===== src/rtl/rf_wb_sched_pkg.sv =====
// Shared definitions for the register-file hazard scoreboard and its
// write-port scheduler.
//   REG_AW   - architectural register address width
//   NUM_REGS - number of architectural registers
//   X0       - the hardwired zero register
//   wb_src_e - which source owns the RF write port in a given cycle
package rf_wb_sched_pkg;

    localparam int REG_AW   = 5;
    localparam int NUM_REGS = 32;

    localparam logic [REG_AW-1:0] X0 = '0;

    typedef enum logic [1:0] {
        WB_NONE = 2'd0,
        WB_PIPE = 2'd1,
        WB_LU   = 2'd2
    } wb_src_e;

endpackage


===== src/rtl/rf_busy_table.sv =====
// Per-register in-flight bitmap.
// A bit is set when a writing instruction issues and cleared when its result
// is written into the register file. x0 can never be busy.
//   clk, rst           - clock, synchronous active-high reset
//   set_en/set_addr    - mark a register as having a write in flight
//   clr_en/clr_addr    - mark a register's write as complete
//   rs1/rs2/rd_addr    - read port addresses
//   rs1/rs2/rd_busy    - read port results (from the registered bitmap)
//   busy               - full registered bitmap
module rf_busy_table
    import rf_wb_sched_pkg::*;
(
    input  logic                clk,
    input  logic                rst,
    input  logic                set_en,
    input  logic [REG_AW-1:0]   set_addr,
    input  logic                clr_en,
    input  logic [REG_AW-1:0]   clr_addr,
    input  logic [REG_AW-1:0]   rs1_addr,
    input  logic [REG_AW-1:0]   rs2_addr,
    input  logic [REG_AW-1:0]   rd_addr,
    output logic                rs1_busy,
    output logic                rs2_busy,
    output logic                rd_busy,
    output logic [NUM_REGS-1:0] busy
);

    logic [NUM_REGS-1:0] busy_next;

    // The set is applied after the clear so that a same-edge set and clear
    // of one register leaves it busy; bit 0 is forced low last.
    always_comb begin
        busy_next = busy;
        if (clr_en) begin
            busy_next[clr_addr] = 1'b0;
        end
        if (set_en) begin
            busy_next[set_addr] = 1'b1;
        end
        busy_next[0] = 1'b0;
    end

    always_ff @(posedge clk) begin
        if (rst) begin
            busy <= '0;
        end else begin
            busy <= busy_next;
        end
    end

    assign rs1_busy = busy[rs1_addr];
    assign rs2_busy = busy[rs2_addr];
    assign rd_busy  = busy[rd_addr];

endmodule


===== src/rtl/rf_wb_sched.sv =====
// Register-file hazard scoreboard and write-port scheduler.
// Stalls issue on RAW/WAW hazards and on a full long-latency unit, arbitrates
// the single RF write port (pipeline writeback always wins over the long
// unit) and drives the RF write port through one register stage.
//   clk, rst                      - clock, synchronous active-high reset
//   issue_*                       - decode-stage issue handshake and operands
//   pipe_wb_*                     - unstallable pipeline writeback
//   lu_wb_*                       - long-latency unit writeback handshake
//   rf_we, rf_wR, rf_wD           - registered RF write port
//   busy                          - per-register in-flight bitmap
//   lu_cnt                        - outstanding long-latency operations
//   err                           - sticky protocol error
module rf_wb_sched
    import rf_wb_sched_pkg::*;
#(
    parameter int MAX_LU = 2,
    parameter int DATA_W = 32
) (
    input  logic                clk,
    input  logic                rst,
    input  logic                issue_valid,
    output logic                issue_ready,
    input  logic [REG_AW-1:0]   issue_rs1,
    input  logic [REG_AW-1:0]   issue_rs2,
    input  logic [REG_AW-1:0]   issue_rd,
    input  logic                issue_we,
    input  logic                issue_long,
    input  logic                pipe_wb_valid,
    input  logic [REG_AW-1:0]   pipe_wb_rd,
    input  logic [DATA_W-1:0]   pipe_wb_data,
    input  logic                lu_wb_valid,
    output logic                lu_wb_ready,
    input  logic [REG_AW-1:0]   lu_wb_rd,
    input  logic [DATA_W-1:0]   lu_wb_data,
    output logic                rf_we,
    output logic [REG_AW-1:0]   rf_wR,
    output logic [DATA_W-1:0]   rf_wD,
    output logic [NUM_REGS-1:0] busy,
    output logic [2:0]          lu_cnt,
    output logic                err
);

    logic              rs1_busy;
    logic              rs2_busy;
    logic              rd_busy;
    logic              lu_full;
    logic              issue_fire;
    logic              lu_accept;
    logic              busy_set;
    wb_src_e           wb_src;
    logic [REG_AW-1:0] wb_rd;
    logic [DATA_W-1:0] wb_data;
    logic              err_event;

    assign busy_set = issue_fire && issue_we && (issue_rd != X0);

    rf_busy_table u_busy (
        .clk      (clk),
        .rst      (rst),
        .set_en   (busy_set),
        .set_addr (issue_rd),
        .clr_en   (rf_we),
        .clr_addr (rf_wR),
        .rs1_addr (issue_rs1),
        .rs2_addr (issue_rs2),
        .rd_addr  (issue_rd),
        .rs1_busy (rs1_busy),
        .rs2_busy (rs2_busy),
        .rd_busy  (rd_busy),
        .busy     (busy)
    );

    // Hazards are judged only against registered state; a register whose
    // write is landing this cycle is still treated as busy.
    assign lu_full     = (lu_cnt == 3'(MAX_LU));
    assign issue_ready = !rst && !rs1_busy && !rs2_busy
                         && !(issue_we && (issue_rd != X0) && rd_busy)
                         && !(issue_long && lu_full);
    assign issue_fire  = issue_valid && issue_ready;

    // The pipeline writeback cannot be held off, so the long unit only gets
    // the port in cycles where the pipeline is silent.
    assign lu_wb_ready = !rst && !pipe_wb_valid;
    assign lu_accept   = lu_wb_valid && lu_wb_ready;

    always_comb begin
        wb_src  = WB_NONE;
        wb_rd   = X0;
        wb_data = '0;
        if (pipe_wb_valid) begin
            wb_src  = WB_PIPE;
            wb_rd   = pipe_wb_rd;
            wb_data = pipe_wb_data;
        end else if (lu_accept) begin
            wb_src  = WB_LU;
            wb_rd   = lu_wb_rd;
            wb_data = lu_wb_data;
        end
    end

    // Writes to x0 are accepted but never reach the RF.
    always_ff @(posedge clk) begin
        if (rst) begin
            rf_we <= 1'b0;
            rf_wR <= '0;
            rf_wD <= '0;
        end else if (wb_src != WB_NONE) begin
            rf_we <= (wb_rd != X0);
            rf_wR <= wb_rd;
            rf_wD <= wb_data;
        end else begin
            rf_we <= 1'b0;
        end
    end

    // A long issue and a long writeback in the same cycle cancel out.
    always_ff @(posedge clk) begin
        if (rst) begin
            lu_cnt <= '0;
        end else begin
            case ({issue_fire && issue_long, lu_accept})
                2'b10:   lu_cnt <= lu_cnt + 3'd1;
                2'b01:   if (lu_cnt != 3'd0) lu_cnt <= lu_cnt - 3'd1;
                default: lu_cnt <= lu_cnt;
            endcase
        end
    end

    // Writebacks nobody is waiting for, long results with nothing
    // outstanding, and two sources racing for one register are all flagged.
    assign err_event = ((wb_src != WB_NONE) && (wb_rd != X0) && !busy[wb_rd])
                       || (lu_accept && (lu_cnt == 3'd0))
                       || (pipe_wb_valid && lu_wb_valid && (pipe_wb_rd == lu_wb_rd));

    always_ff @(posedge clk) begin
        if (rst) begin
            err <= 1'b0;
        end else if (err_event) begin
            err <= 1'b1;
        end
    end

endmodule

===== config.mk =====
export PLATFORM = sky130hd
export DESIGN_NAME = rf_wb_sched
export DESIGN_NICKNAME = d
export VERILOG_FILES = /design/src/rtl/rf_wb_sched_pkg.sv /design/src/rtl/rf_busy_table.sv /design/src/rtl/rf_wb_sched.sv
export SDC_FILE = /design/constraint.sdc
export NUM_CORES = 1
export LEC_CHECK = 0
export ABC_AREA = 1
export BUFFER_PORTS_ARGS = -buffer_cell sky130_fd_sc_hd__buf_2
export CORE_MARGIN = 2
export CORE_UTILIZATION = 34
export DETAILED_ROUTE_END_ITERATION = 10
export PLACE_DENSITY_LB_ADDON = 0.25
export SLEW_MARGIN = 40
export SYNTH_ARGS = -nofsm -noshare
export SYNTH_HDL_FRONTEND = slang
export SYNTH_SLANG_ARGS = --single-unit

===== constraint.sdc =====
create_clock -name clk -period 2.7 [get_ports clk]
set_input_delay 0.405 -clock clk [delete_from_list [all_inputs] [get_ports clk]]
set_output_delay 0.405 -clock clk [all_outputs]
set_load 0.05 [all_outputs]

==> out/results.txt <==
The kind of cell with the highest combined delay along the critical path is simple AND/OR/NAND/NOR gates. The largest single stage delay on the critical path is 0.36 ns. Walking the worst path, the cells encountered are buf_4 -> nand2_1 -> nand2_1 -> nand2_1 -> nand2_1 -> nand2_1 -> nand2_1 -> nor2_1 -> nand2_1 -> a21oi_2 -> nand2_2 -> inv_1 -> buf_2. The transition time at the pin with the least slew margin was 0.770 ns; the largest fanout on the critical path was 3. The post-detailed-placement half-perimeter wirelength is 13300 um.

The fraction of final layout cells sized beyond drive strength 1 was 25.3%. In this run the tightest slew margin relative to its limit is 48.7%. In this run the power density over the cells is 502 nW/um^2. Between clock sinks in the finished design, the worst skew comes to 0.00474 ns.

The die extent in x is 120 um, and the number of clock buffers inserted by TritonCTS is 9. The standard cell core area was 13200 um^2; the minimum period implied by the final worst setup slack was 2.44 ns. The cell sitting at the root of the clock tree is a clkbuf_16.

The number of endpoints with negative hold slack in the final report is 0, and the number of max-cap violations is 0. Dividing the detail-routed via count by the number of cells gives 5.21. The post-CTS repair timing setup buffer count was 0; the final number of max-transition violations was 0. The total congestion overflow came out at 0. The run gives 0.966 as the last weighted congestion value of the routability-driven placer. The detail route stage leaves a number of antenna-violating nets equal to 0. The tools report the hold slack as 0.333 ns. Summing the sequential cell areas from Yosys gives 32.0% of the chip area. The type of element capturing the critical path was an output port. Setup repair after global routing left no endpoint under its margin.

The initial DRC count is 571. In this run, post-CTS repair resized a total of 0 instances. The cell area that synthesis handed to floorplanning was 4560 um^2. The initial utilization of the core area, before any placement, comes to 34.6%. Number of antenna violations at the first check in global routing: 1. Of the available clock period, the critical path in the final layout requires 90.2%. The synthesized netlist contains 32 unique library cells. In this design, the critical path's most frequently occurring cell is nand2_1. The number of iterations in the first detailed-routing pass came out at 7. Data arrives at the worst endpoint at 2.03 ns.

In this run the core area contains 42 standard-cell rows. The via count of the first global-routing pass is 5225. The area growth from synthesis to layout is 31.0%. Derived from the worst setup path, the maximum achievable clock frequency is 0.411 GHz. The library cells used most frequently in the layout, excluding fill and tap cells, are nand2_1, buf_2, nand3_1. The tools report the total of warnings raised by yosys as 0.

For the floorplan die area, the log shows 14400 um^2. After detailed routing, the total wire length is 17800 um. TritonCTS built the clock tree.

The floorplan die height came out at 120 um. For this design, the slowest cell found on the critical path is dfxtp_1. The clock-pin transition on the worst setup and hold timing paths was 0.06 ns; the synthesized instance count was 742.

The library cell used most frequently in the layout, excluding fill and tap cells, is nand2_1. Critical path class: reg -> out. The clock tree synthesis step divided the H-tree into 3 levels. Data on the critical path is required at its endpoint by 2.30 ns. The number of buffers inserted by hold repair at cts is 0, and the net total in the final layout is 1016.

Detail-routed net length per standard cell: 16.1 um. Maximum root-to-sink buffer count: 2. Setup violations remaining at the end of the flow were counted as 0. The run gives 172 as the number of primary I/O pins. Across all layers, the routed design uses 5741 vias.

The first global-routing pass estimated 27700 um of wire. The type of element launching the critical path was a register. The buffer and inverter count on the worst path works out to 3. The DRC violation count after routing is 0, and the clock network latency to the later pin of the worst-skew pair is 0.34 ns. The run finished with clean final reports. The cell leakage power came out at 0.00289 uW. The number of port buffers was 170. The number of flip-flops and latches in the synthesized netlist is 73, and the worst-case vdd ir drop is 0.299 mV. The net count of the mapped netlist was 839; the maximum number of pins on one net before global-route repair was 72. The post-synthesis area per instance was 6.15 um^2; the setup total negative slack was 0 ns.

Global-route usage over all layers: 24.7%. The logs give 45.3% for the share of the core filled with cells in the final layout and 73 for the total clock sinks. The kind of path behind the tightest hold check was in -> reg.
sequential cells by signal (all words and copies together), names as in the netlist:
name / cells
u_busy.busy: 31
lu_cnt: 3
rf_wD: 32
rf_wR: 5
rf_we: 1
err: 1
layout make-up:
cell class                      count  area (um^2)
Sequential cell                    73         1460
Tap cell                          176          220
Timing Repair Buffer              204         1130
Multi-Input combinational cell    556         2580
Fill cell                        1450         7210
Clock buffer                       11          243
Antenna cell                        1         2.50
Inverter                           75          282
Clock inverter                      5         55.1
worst register-to-register path, delay by kind of cell, from the launching register on:
| family | cells | cell delay [ns] |
|---|---|---|
| fa+ha+maj | 1 | 0.39 |
| buf+inv | 2 | 0.23 |
| flops | 1 | 0.49 |
| simple gates | 15 | 1.18 |
metrics by stage:
stage / power (uW) / cell area [um^2] / setup WS [ns] / std cells
after floorplan: 1610 / 4560 / 0.0716 / 742
after global placement: 1820 / 5680 / 0.190 / 1084
after detailed placement: 1820 / 5680 / 0.141 / 1084
after CTS: 3020 / 5970 / 0.279 / 1100
after global routing: 3140 / 5970 / 0.102 / 1100
final: 3000 / 5980 / 0.265 / 1101
layer usage:
metal / global-route usage, % / share of wire, % / wire (um)
met4: 8.90 / 2.4 / 430
met5: 0 / 0 / 0
met3: 7.03 / 9.8 / 1750
met1: 32.1 / 42 / 7520
met2: 38.9 / 45 / 8070
cells in the mapped netlist:
cell	number	area [um^2]
nand2_2	1	6.26
fa_1	1	20.0
o221ai_1	2	17.5
nand2_1	256	961
nor3_1	7	35.0
o32ai_1	1	8.76
inv_2	5	18.8
dfxtp_1	73	1460
nor2_1	18	67.6
buf_4	4	30.0
a21oi_1	44	220
o22ai_1	8	50.1
clkinv_1	2	7.51
nand3b_1	1	7.51
clkbuf_1	14	52.6
a211oi_1	3	22.5
o21ai_0	51	255
nand3_1	111	556
buf_6	9	101
nor3_4	1	16.3
o211ai_1	3	22.5
nor2_2	4	25.0
conb_1	1	3.75
inv_1	68	255
a31oi_1	33	206
nor2_4	1	11.3
a221oi_1	2	17.5
o21ai_1	1	5.00
buf_2	11	55.1
nand4_1	4	25.0
a21oi_2	1	8.76
nor3_2	1	10.0
where the power goes:
group	switching (uW)	internal, uW
Combinational	454	196
Clock	456	737
Sequential	32.6	1120
path summary, 6_finish.rpt:
check	startpoint	cells after the start	slack (ns)	to
worst max-delay path	u_busy.busy[7]	13	0.26	issue_ready
worst min-delay path	lu_wb_data[20]	3	0.33	rf_wD[20]
worst max register to register	u_busy.busy[31]	18	0.32	lu_cnt[2]
worst min register to register	rf_wD[31]	2	0.47	rf_wD[31]
kinds of logic (layout without fill, tap and decap cells):
kind of cell / after synthesis / count (layout) / share of synthesized area, %
and+or+nand+nor: 405 / 405 / 37.7
other: 1 / 2 / 0.0822
DFF: 73 / 73 / 32.0
AOI/OAI and AO/OA: 149 / 149 / 18.3
adders and majority gates: 1 / 1 / 0.439
buffers and inverters: 113 / 295 / 11.4
Power figures use the tool's default switching activity.
